### src/rtl/uart_pkg.sv
// ---------------------------------------------------------------------------
// uart_pkg
// Shared definitions for the UART RX sampling path.
//   MAX_SAMPLES_DEF : default largest odd sample count
//   UART_IDLE       : idle (mark) level of the serial line
//   clamp_samples() : maps a requested sample count onto a legal odd count
//   fit_half()      : half-width of the majority window that fits a bit period
// ---------------------------------------------------------------------------
package uart_pkg;

  localparam int   MAX_SAMPLES_DEF = 7;
  localparam logic UART_IDLE       = 1'b1;

  // 0 -> 1, above max -> max, even -> one less (max is always odd).
  function automatic int unsigned clamp_samples(input int unsigned req,
                                                input int unsigned max_n);
    int unsigned n;
    n = req;
    if (n == 0)          n = 1;
    else if (n > max_n)  n = max_n;
    else if (n[0] == 1'b0) n = n - 1;
    return n;
  endfunction

  // Half-width h so that [mid-h, mid+h] plus the decide edge mid+h+1 stay
  // inside 0..prescale-1. Saturates at 0 for tiny prescale values.
  function automatic int unsigned fit_half(input int unsigned prescale,
                                           input int unsigned n_req);
    int unsigned mid;
    int unsigned h;
    int unsigned lim;
    mid = prescale >> 1;
    h   = (n_req - 1) >> 1;
    lim = (prescale >= mid + 2) ? prescale - mid - 2 : 0;
    if (mid < h) h = mid;
    if (lim < h) h = lim;
    return h;
  endfunction

endpackage

### src/rtl/data_sampler_mv_if.sv
// ---------------------------------------------------------------------------
// data_sampler_mv_if
// Signal bundle between the RX FSM / edge counter and the majority sampler.
//   rx_in, prescale, edge_cnt, num_samples, dat_samp_en : to the sampler
//   sampled_data, sample_valid, noise_err               : from the sampler
// master: the side driving the RX line and counters; slave: the sampler.
// ---------------------------------------------------------------------------
interface data_sampler_mv_if #(
  parameter int PRESCALE_W = 6,
  parameter int NS_W       = 3
) ();

  logic                  rx_in;
  logic [PRESCALE_W-1:0] prescale;
  logic [PRESCALE_W-1:0] edge_cnt;
  logic [NS_W-1:0]       num_samples;
  logic                  dat_samp_en;
  logic                  sampled_data;
  logic                  sample_valid;
  logic                  noise_err;

  modport master (
    output rx_in, prescale, edge_cnt, num_samples, dat_samp_en,
    input  sampled_data, sample_valid, noise_err
  );

  modport slave (
    input  rx_in, prescale, edge_cnt, num_samples, dat_samp_en,
    output sampled_data, sample_valid, noise_err
  );

endinterface

### src/rtl/bit_sync.sv
// ---------------------------------------------------------------------------
// bit_sync
// Two-flop synchronizer for a single asynchronous bit.
//   clk   : destination clock
//   rst_n : asynchronous active-low reset, both flops load RESET_VAL
//   d     : asynchronous input
//   q     : synchronized output (2 clk latency)
// ---------------------------------------------------------------------------
module bit_sync #(
  parameter logic RESET_VAL = 1'b0
) (
  input  logic clk,
  input  logic rst_n,
  input  logic d,
  output logic q
);

  logic meta;

  always_ff @(posedge clk or negedge rst_n) begin
    if (!rst_n) begin
      meta <= RESET_VAL;
      q    <= RESET_VAL;
    end else begin
      // NOTE: non-blocking so both stages shift on the same edge.
      meta <= d;
      q    <= meta;
    end
  end

endmodule

### src/rtl/data_sampler_mv.sv
// ---------------------------------------------------------------------------
// data_sampler_mv
// N-sample majority-vote bit sampler for the UART RX path. The sample count
// (1/3/5/7.. up to MAX_SAMPLES) is clamped and then fitted around the middle
// of the bit period; the registered decision comes with a one-cycle valid
// strobe and a noise flag for non-unanimous samples.
//   clk : oversampling clock
//   rst : asynchronous active-low reset
//   bus : data_sampler_mv_if.slave (rx_in, prescale, edge_cnt, num_samples,
//         dat_samp_en in; sampled_data, sample_valid, noise_err out)
// Build option: SAMPLER_INPUT_SYNC_EN inserts a 2-flop synchronizer (idle
// reset value) on rx_in; otherwise rx_in is used as-is.
// ---------------------------------------------------------------------------
module data_sampler_mv
  import uart_pkg::*;
#(
  parameter int PRESCALE_W  = 6,
  parameter int MAX_SAMPLES = MAX_SAMPLES_DEF,
  parameter int NS_W        = 3
) (
  input logic              clk,
  input logic              rst,
  data_sampler_mv_if.slave bus
);

  localparam int CNT_W = $clog2(MAX_SAMPLES + 1);
  // One extra bit so mid+h+1 never wraps.
  localparam int EW    = PRESCALE_W + 1;

  logic rx_s;

`ifdef SAMPLER_INPUT_SYNC_EN
  bit_sync #(.RESET_VAL(UART_IDLE)) u_sync (
    .clk   (clk),
    .rst_n (rst),
    .d     (bus.rx_in),
    .q     (rx_s)
  );
`else
  assign rx_s = bus.rx_in;
`endif

  logic                  en_d;
  logic [PRESCALE_W-1:0] cfg_prescale;
  logic [NS_W-1:0]       cfg_ns;
  logic [CNT_W-1:0]      ones;
  logic [CNT_W-1:0]      taken;
  logic                  data_q;
  logic                  valid_q;
  logic                  noise_q;

  logic                  en_rise;
  logic [PRESCALE_W-1:0] eff_prescale;
  logic [NS_W-1:0]       eff_ns;
  int unsigned           n_req_i;
  int unsigned           h_i;
  logic [EW-1:0]         half;
  logic [EW-1:0]         mid;
  logic [EW-1:0]         win_start;
  logic [EW-1:0]         win_stop;
  logic [EW-1:0]         decide;
  logic [EW-1:0]         expected;
  logic [EW-1:0]         edge_x;
  logic [CNT_W-1:0]      n_eff;
  logic                  take;
  logic                  at_decide;

  assign en_rise = bus.dat_samp_en & ~en_d;

  always_comb begin
    // NOTE: defaults first, so every path assigns and no latch is inferred.
    eff_prescale = cfg_prescale;
    eff_ns       = cfg_ns;
    // On the enable's first cycle the latch has not happened yet, so the
    // window is computed from the live inputs being captured this edge.
    if (en_rise) begin
      eff_prescale = bus.prescale;
      eff_ns       = bus.num_samples;
    end
    n_req_i   = clamp_samples(32'(eff_ns), 32'(MAX_SAMPLES));
    h_i       = fit_half(32'(eff_prescale), n_req_i);
    half      = EW'(h_i);
    mid       = EW'(eff_prescale) >> 1;
    win_start = mid - half;
    win_stop  = mid + half;
    decide    = win_stop + EW'(1);
    n_eff     = CNT_W'(2 * h_i + 1);
    edge_x    = EW'(bus.edge_cnt);
    // Only the next expected edge counts, so a held edge_cnt is taken once.
    expected  = win_start + EW'(taken);
    take      = (edge_x >= win_start) && (edge_x <= win_stop) &&
                (edge_x == expected);
    at_decide = (edge_x == decide);
  end

  // Configuration capture on the rising edge of the enable.
  always_ff @(posedge clk or negedge rst) begin
    if (!rst) begin
      en_d         <= 1'b0;
      cfg_prescale <= '0;
      cfg_ns       <= '0;
    end else begin
      en_d <= bus.dat_samp_en;
      if (en_rise) begin
        cfg_prescale <= bus.prescale;
        cfg_ns       <= bus.num_samples;
      end
    end
  end

  // Sample accumulation and the registered decision.
  always_ff @(posedge clk or negedge rst) begin
    if (!rst) begin
      ones    <= '0;
      taken   <= '0;
      data_q  <= 1'b0;
      valid_q <= 1'b0;
      noise_q <= 1'b0;
    end else begin
      valid_q <= 1'b0;
      if (!bus.dat_samp_en) begin
        ones  <= '0;
        taken <= '0;
      end else if (take) begin
        ones  <= ones + CNT_W'(rx_s);
        taken <= taken + CNT_W'(1);
      end else if (at_decide) begin
        // A skipped edge leaves taken short: drop the bit without a strobe.
        if (taken == n_eff) begin
          data_q  <= EW'(ones) > half;
          noise_q <= (ones != '0) && (ones != n_eff);
          valid_q <= 1'b1;
        end
        ones  <= '0;
        taken <= '0;
      end else if (edge_x == '0) begin
        ones  <= '0;
        taken <= '0;
      end
    end
  end

  assign bus.sampled_data = data_q;
  assign bus.sample_valid = valid_q;
  assign bus.noise_err    = noise_q;

endmodule

### src/flat_wrapper.sv
// flat-port wrapper written by rule: the top's interface ports become plain ports
module data_sampler_mv_flat import uart_pkg::*;
#(
  parameter int PRESCALE_W  = 6,
  parameter int MAX_SAMPLES = MAX_SAMPLES_DEF,
  parameter int NS_W        = 3
)
  (clk, rst, bus_rx_in, bus_prescale, bus_edge_cnt, bus_num_samples, bus_dat_samp_en, bus_sampled_data, bus_sample_valid, bus_noise_err);
  data_sampler_mv_if #(.PRESCALE_W(PRESCALE_W), .NS_W(NS_W)) bus_i ();
  input logic clk;
  input logic rst;
  input wire logic [$bits(bus_i.rx_in)-1:0] bus_rx_in;
  input wire logic [$bits(bus_i.prescale)-1:0] bus_prescale;
  input wire logic [$bits(bus_i.edge_cnt)-1:0] bus_edge_cnt;
  input wire logic [$bits(bus_i.num_samples)-1:0] bus_num_samples;
  input wire logic [$bits(bus_i.dat_samp_en)-1:0] bus_dat_samp_en;
  output wire logic [$bits(bus_i.sampled_data)-1:0] bus_sampled_data;
  output wire logic [$bits(bus_i.sample_valid)-1:0] bus_sample_valid;
  output wire logic [$bits(bus_i.noise_err)-1:0] bus_noise_err;
  assign bus_i.rx_in = bus_rx_in;
  assign bus_i.prescale = bus_prescale;
  assign bus_i.edge_cnt = bus_edge_cnt;
  assign bus_i.num_samples = bus_num_samples;
  assign bus_i.dat_samp_en = bus_dat_samp_en;
  assign bus_sampled_data = bus_i.sampled_data;
  assign bus_sample_valid = bus_i.sample_valid;
  assign bus_noise_err = bus_i.noise_err;
  data_sampler_mv #(.PRESCALE_W(PRESCALE_W), .MAX_SAMPLES(MAX_SAMPLES), .NS_W(NS_W)) u_core (.clk(clk), .rst(rst), .bus(bus_i));
endmodule
### config.mk
export PLATFORM = sky130hd
export DESIGN_NAME = data_sampler_mv_flat
export DESIGN_NICKNAME = d
export VERILOG_FILES = /design/src/rtl/uart_pkg.sv /design/src/rtl/data_sampler_mv_if.sv /design/src/rtl/bit_sync.sv /design/src/rtl/data_sampler_mv.sv /design/src/flat_wrapper.sv
export SDC_FILE = /design/constraint.sdc
export NUM_CORES = 1
export LEC_CHECK = 0
export CAP_MARGIN = 0
export CORE_UTILIZATION = 61
export CTS_CLUSTER_SIZE = 40
export DETAILED_ROUTE_END_ITERATION = 7
export PLACE_DENSITY_LB_ADDON = 0.25
export SYNTH_ARGS = -nofsm -noshare
export SYNTH_HDL_FRONTEND = slang
export SYNTH_HIERARCHICAL = 1
export SYNTH_SLANG_ARGS = --single-unit
### constraint.sdc
create_clock -name clk -period 8.4 [get_ports clk]
set_input_delay 1.26 -clock clk [delete_from_list [all_inputs] [get_ports clk]]
set_output_delay 1.26 -clock clk [all_outputs]
set_load 0.02 [all_outputs]
Word level (Yosys, flattened, before mapping)
Cells that the tools add are included.
{"block": "op_classes", "addsub": 12, "order_cmp": 6, "n_eq_ne": 5, "n_mux": 17, "bitwise": 3, "reduce_logical": 7}
{"op": "$mux W32", "n": 3}
{"op": "$ge A6 B32 Y1", "n": 1}
{"op": "$lt A32 B31 Y1", "n": 1}
{"op": "$sub A32 B1 Y32 const B", "n": 1}
{"op": "$sub A32 B2 Y32 const B", "n": 1}
{"op": "$lt A5 B31 Y1", "n": 1}
{"op": "$mux W31", "n": 1}
{"op": "$mux W3", "n": 7}
{"op": "$eq A6 B7 Y1", "n": 2}
{"op": "$add A5 B7 Y7", "n": 1}
{"op": "$add A7 B1 Y7 const B", "n": 1}
{"op": "$add A7 B3 Y7", "n": 1}
{"op": "$ge A6 B7 Y1", "n": 1}
{"op": "$gt A3 B7 Y1", "n": 1}
{"op": "$le A6 B7 Y1", "n": 1}
{"op": "$logic_not A7 Y1", "n": 1}
{"op": "$mux W7", "n": 1}
{"op": "$sub A5 B7 Y7", "n": 1}
{"op": "$sub A6 B5 Y7", "n": 1}
{"op": "$add A3 B1 Y3 const B", "n": 2}
{"op": "$add A5 B2 Y6 const B", "n": 1}
{"op": "$mux W6", "n": 1}
{"op": "$mux W1", "n": 4}
{"op": "$ne A4 B1 Y1 const B", "n": 1}
{"op": "10 further kinds", "n": 13}
{"block": "word_totals", "register_bits": 19, "inputBits": 19, "output_inout_bits": 3, "elab_cells": 58}

Logic depth before layout (Yosys ltp)
{"block": "logic_depth", "depth_word": 17, "mapped_depth": 37, "mapped_depth_nobuf": 36}

Least setup slack after synthesis
OpenSTA, ideal clock, no wires.
{"block": "synth_path", "path_kind": "in2reg", "startpoint": "input bus_dat_samp_en", "endpoint": "register u_core.noise_q (netlist: u_core/bus.noise_err)", "setup_ns": 0.125, "arrival_time_ns": 8.177, "t_required_ns": 8.275, "slack_ns": 0.098, "stages": 31, "path_buffers": 1, "cell_sequence": "nand2b_4 > buf_2 > mux2i_1 > inv_1 > ha_1 > nor2_1 > o311ai_0 > o2111ai_2 > a2111oi_4 > mux2i_1 > ha_1 > and4_1 > o2111ai_1 > o21ai_0 > nor2_1 > nand2_2 > mux2i_2 > inv_1 > fa_1 > inv_1 > ha_1 > a21o_1 > a21oi_1 > xor2_1 > xnor2_1 > nand4_1 > nor3_1 > o2111ai_1 > and2_2 > nand4_4 > mux2_4"}
{"block": "synth_between", "elab_cells_between_ends": 33, "classes_between": "10 x add/sub; 5 x order compare; 4 x eq/ne; 7 x mux; 2 x bitwise; 5 x reduce/logical"}
{"element": "start: declaration", "line": "flat_wrapper.sv:16", "text": "input wire logic [$bits(bus_i.dat_samp_en)-1:0] bus_dat_samp_en;"}
{"element": "$and A1 B1 Y1 (*)", "line": "data_sampler_mv.sv:68", "text": "assign en_rise = bus.dat_samp_en & ~en_d;"}
{"element": "$mux W6 (*)", "line": "data_sampler_mv.sv:76", "text": "if (en_rise) begin"}
{"element": "via u_core.eff_prescale[1]", "line": "data_sampler_mv.sv:53", "text": "logic [PRESCALE_W-1:0] eff_prescale;"}
{"element": "$sub A6 B5 Y7 / $add A5 B2 Y6 (equally long branches)", "line": "uart_pkg.sv:34", "text": "lim = (prescale >= mid + 2) ? prescale - mid - 2 : 0;"}
{"element": "$sub A32 B2 Y32 / $ge A6 B32 Y1 (equally long branches)", "line": "uart_pkg.sv:34"}
{"element": "$mux W32", "line": "uart_pkg.sv:34"}
{"element": "$lt A32 B31 Y1", "line": "uart_pkg.sv:36", "text": "if (lim < h) h = lim;"}
{"element": "$mux W7", "line": "uart_pkg.sv:36"}
{"element": "$sub A5 B7 Y7 / $add A5 B7 Y7 (equally long branches)", "line": "data_sampler_mv.sv:84, data_sampler_mv.sv:85"}
{"element": "$add A7 B3 Y7 (tied with other cells)", "line": "data_sampler_mv.sv:90", "text": "expected = win_start + EW'(taken);"}
{"element": "$eq A6 B7 Y1 / $logic_and A1 B1 Y1 (equally long branches)", "line": "data_sampler_mv.sv:92, data_sampler_mv.sv:91"}
{"element": "$logic_and A1 B1 Y1", "line": "data_sampler_mv.sv:91", "text": "take = (edge_x >= win_start) && (edge_x <= win_stop) &&"}
{"element": "$not A1 Y1 (no line)"}
{"element": "$reduce_and A4 Y1 (no line)"}
{"element": "end signal: assignment", "line": "data_sampler_mv.sv:131", "text": "noise_q <= (ones != '0) && (ones != n_eff);"}
{"element": "end: declaration", "line": "data_sampler_mv.sv:50", "text": "logic noise_q;"}
The timed path passes the listed nets; every way through them passes the cells marked *.
A chain may end at the register's enable or synchronous reset.

Worst setup path after layout
{"block": "layout_path", "startpoint": "input bus_prescale[1]", "endpoint": "register u_core.data_q (netlist: u_core/bus.sampled_data)"}
{"block": "layout_between", "elab_chain_len": 12, "elab_cells_between_ends": 25, "classes_between": "8 x add/sub; 6 x order compare; 3 x eq/ne; 4 x mux; 1 x bitwise; 3 x reduce/logical"}
{"element": "start: declaration", "line": "flat_wrapper.sv:13", "text": "input wire logic [$bits(bus_i.prescale)-1:0] bus_prescale;"}
{"element": "$mux W6 (*)", "line": "data_sampler_mv.sv:76"}
{"element": "via u_core.eff_prescale[1]", "line": "data_sampler_mv.sv:53"}
{"element": "$sub A6 B5 Y7 / $add A5 B2 Y6 (equally long branches)", "line": "uart_pkg.sv:34"}
{"element": "$sub A32 B2 Y32 / $ge A6 B32 Y1 (equally long branches)", "line": "uart_pkg.sv:34"}
{"element": "$mux W32", "line": "uart_pkg.sv:34"}
{"element": "$lt A32 B31 Y1", "line": "uart_pkg.sv:36"}
{"element": "$mux W7", "line": "uart_pkg.sv:36"}
{"element": "$sub A5 B7 Y7 / $add A5 B7 Y7 (equally long branches)", "line": "data_sampler_mv.sv:84, data_sampler_mv.sv:85"}
{"element": "$add A7 B3 Y7 (tied with other cells)", "line": "data_sampler_mv.sv:90"}
{"element": "$eq A6 B7 Y1 / $logic_and A1 B1 Y1 (equally long branches)", "line": "data_sampler_mv.sv:92, data_sampler_mv.sv:91"}
{"element": "$logic_and A1 B1 Y1", "line": "data_sampler_mv.sv:91"}
{"element": "$not A1 Y1 (no line)"}
{"element": "$reduce_and A4 Y1 (no line)"}
{"element": "end signal: assignment", "line": "data_sampler_mv.sv:130", "text": "data_q <= EW'(ones) > half;"}
{"element": "end: declaration", "line": "data_sampler_mv.sv:48", "text": "logic data_q;"}
Marks and branches as above.

==> results.sh <==
export IMPL_status="complete, no violations"
export IMPL_crit_fanout=5
export IMPL_cts_inserted_buffers=3
export IMPL_r2r_cells=34
export IMPL_holdPathEnd="u_core/cfg_prescale[0]"
export IMPL_crit_arrival_ps=8410
export IMPL_reg2reg_to="u_core/bus.sampled_data"
export IMPL_stdcell_count=533
export IMPL_hpwl_um=6770
export IMPL_place_area_mm2=0.00397
export IMPL_postSynth_asyncResetShare_pct=100
export IMPL_dieArea_mm2=0.00558
export IMPL_row_count=26
export IMPL_clock_path_buffers=2
export IMPL_die_h_um=74.7
export IMPL_ioPinCount=22
export IMPL_drive_gt1_share_pct=26.6
export IMPL_detail_route_first_pass_iterations=5
export IMPL_p_leak_nw=2.05
export IMPL_tns_ps=0
export IMPL_final_hold_viol_count=0
export IMPL_max_stage_delay_ps=550
export IMPL_synth_seq_cells=19
export IMPL_antenna_found_initial=0
export IMPL_syn_mean_instance_area_um2=8.71
export IMPL_end_kind="flip-flop"
export IMPL_grt_usage_pct=30.3
export IMPL_design_area_mm2=0.00424
export IMPL_drt_total_wl_um=9470
export IMPL_postSynthCellCount=370
export IMPL_synth_edf_count=0
export IMPL_start_util_pct=63.1
export IMPL_max_cap_violations=0
export IMPL_insertion_delay_ps=260
export IMPL_clock_root_buffer="clkbuf_8"
export IMPL_finalClockSkew_ps=3.34
export IMPL_setup_viol=0
export IMPL_multi_input_area_mm2=0.00276
export IMPL_max_slew_worst_pin_slew_ps=870
export IMPL_first_global_vias=3031
export IMPL_place_inst=522
export IMPL_start_kind="input port"
export IMPL_drc=0
export IMPL_io_buffers=21
export IMPL_seq_area_frac_synth_pct=14.8
export IMPL_power_density_mw_per_mm2=349
export IMPL_crit_slowest_cell="fa_2"
export IMPL_hp_start="u_core/cfg_prescale[0]"
export IMPL_cts_clk_slew_worst_paths_ps=70
export IMPL_postLayoutCoreUtil_pct=83.1
export IMPL_critPathKind="input port to flip-flop"
export IMPL_layout_nets=550
export IMPL_syn_area_mm2=0.00322
export IMPL_grt_pass1_wl_um=13100
export IMPL_antennaDiodeCount=0
export IMPL_relSlewSlack_pct=41.8
export IMPL_r2r_start="u_core/en_d"
export IMPL_num_vias=3200
export IMPL_grt_remaining_overflow=0
export IMPL_slew_viol_final=0
export IMPL_area_growth_pct=31.7
export IMPL_wl_per_cell_um=17.8
export IMPL_yosys_warnings=6
export IMPL_crit_top_cell="inv_1"
export IMPL_synth_cell_type_count=66
export IMPL_detail_route_antenna_nets=0
export IMPL_hold_buffers=0
export IMPL_hold_class="flip-flop to flip-flop"
export IMPL_clock_sinks=19
export IMPL_fin_crit_sh_pct=98.4
export IMPL_ir_drop_mv=0.212
export IMPL_area_sequential_um2=475
export IMPL_whs_path_depth=2
export IMPL_fmax_mhz=121
export IMPL_min_period_ps=8260
export IMPL_globalplace_congestion=0.929
export IMPL_viasPerCell=6.00
export IMPL_cts_max_level=1
export IMPL_required_ps=8540
export IMPL_drt_first_iter_violations=229
export IMPL_die_w_um=74.7
export IMPL_core_area_mm2=0.00511
export IMPL_nFillCells=293
export IMPL_reg2reg_setup_slack_ps=990
export IMPL_synth_flop_cell="dfrtp_1"
export IMPL_grt_max_degree=20
export IMPL_cts_tree="yes"
==> metal layers <==
layer	vias to the layer above	track usage, %	part of all wire, %
li1	1493	-	-
met1	1535	34.5	39
met2	124	59.9	53
met3	48	3.08	4.2
met4	0	7.34	4.3
met5	-	0	0
==> flip-flops by register name (all words and copies together), names as in the netlist <==
| signal | flops |
|---|---|
| u_core/bus.noise_err | 1 |
| u_core/bus.sample_valid | 1 |
| u_core/bus.sampled_data | 1 |
| u_core/cfg_ns | 3 |
| u_core/cfg_prescale | 6 |
| u_core/en_d | 1 |
| u_core/ones | 3 |
| u_core/taken | 3 |
==> worst max path at each step <==
stage | startpoint | to | slack [ps] | cells past startpoint
finish | bus_prescale[1] | u_core/bus.sampled_data | 140 | 34
floorplan | bus_dat_samp_en | u_core/bus.noise_err | 100 | 31
global route | bus_prescale[1] | u_core/bus.sampled_data | -210 | 34
CTS | bus_dat_samp_en | u_core/bus.sampled_data | 0.8 | 32
detailed placement | bus_dat_samp_en | u_core/bus.sampled_data | -280 | 32
global placement | bus_dat_samp_en | u_core/bus.sampled_data | -110 | 31
==> final cells by class <==
cell class | count | area share (%)
well taps | 70 | 2.06
repair buffers | 86 | 16.7
clock buffers | 4 | 1.06
inverters | 46 | 4.07
multi-input cells | 308 | 64.9
flip-flops and latches | 19 | 11.2
==> synth_stat cells, drive strengths merged (10+ instances only) <==
cell type / instances / share of area, %
ha: 62 / 24
inv: 46 / 5.4
xnor2: 26 / 7.3
nor2: 24 / 2.8
o21ai: 24 / 3.8
dfrtp: 19 / 15
nand2: 19 / 2.3
a21oi: 18 / 2.8
a21o: 10 / 2.3
mux2i: 10 / 3.6
nand2b: 10 / 2.2
xor2: 10 / 2.7
==> kinds of logic after synthesis <==
family | count (synthesis) | share of synthesized area [%]
simple gates | 96 | 16.3
compound gates | 89 | 20.5
fa+ha+maj | 67 | 27.2
buf+inv | 47 | 5.51
xor+xnor | 36 | 10.0
flops | 19 | 14.8
mux | 15 | 5.59
other cells | 1 | 0.116
==> through the flow <==
step / hold slack (ps) / worst slack [ps] / power, W
floorplan: 457 / 97.8 / 0.000895
global placement: 485 / -113 / 0.00125
detailed placement: 493 / -276 / 0.00131
CTS: 510 / 0.813 / 0.00138
global route: 552 / -215 / 0.00161
finish: 542 / 138 / 0.00148
==> worst max-delay path: cells and delay by family <==
family	cells	cell delay (ps)
AO/OA/AOI/OAI	9	1760
XOR/XNOR	2	360
adder cells (fa/ha/maj)	7	2370
buffers and inverters	8	1320
multiplexers	2	420
AND/OR/NAND/NOR	6	910
==> cell usage in the layout, fill, tap and decap left out, types with 3 or more instances in the layout <==
cell type        netlist  final
inv_2                  1      3
a21oi_2                0      3
ha_1                  62     57
mux2i_1                8      3
buf_4                  0     64
o21ai_0               16     14
and2_1                 3      3
mux2_4                 2      4
clkbuf_8               0      3
nor4_1                 6      5
mux2i_2                1      5
clkdlybuf4s50_1        0     20
o21a_1                 4      4
dfrtp_1               19     19
a21o_1                10     10
nand2b_1               9      9
o2111ai_2              1      3
xnor2_1               25     24
nand2_1               18     18
nor3_1                 8      7
a21oi_1               18     15
inv_1                 45     43
fa_1                   5      4
o21bai_1               4      4
ha_2                   0      3
xor2_1                10      9
nor2b_1                4      4
o21ai_1                7      9
nand3_1                8      8
nor2_1                24     22
a31oi_1                3      3
conb_1                 1      5
==> power breakdown <==
group	internal, W	leakage [nW]	switching [W]
Combinational	0.000623	1.78	0.000689
Sequential	0.0000984	0.243	0.00000533
Clock	0.0000338	0.0228	0.0000317
Total	0.000755	2.05	0.000726
==> repair_timing <==
action | 4_1_cts | 5_1_grt
endpoints found under the setup margin | 2 | 9
resized for setup | 1 | 40
buffers inserted | 0 | 7
pin swaps | 0 | 8
(Power assumes the default switching activity.)
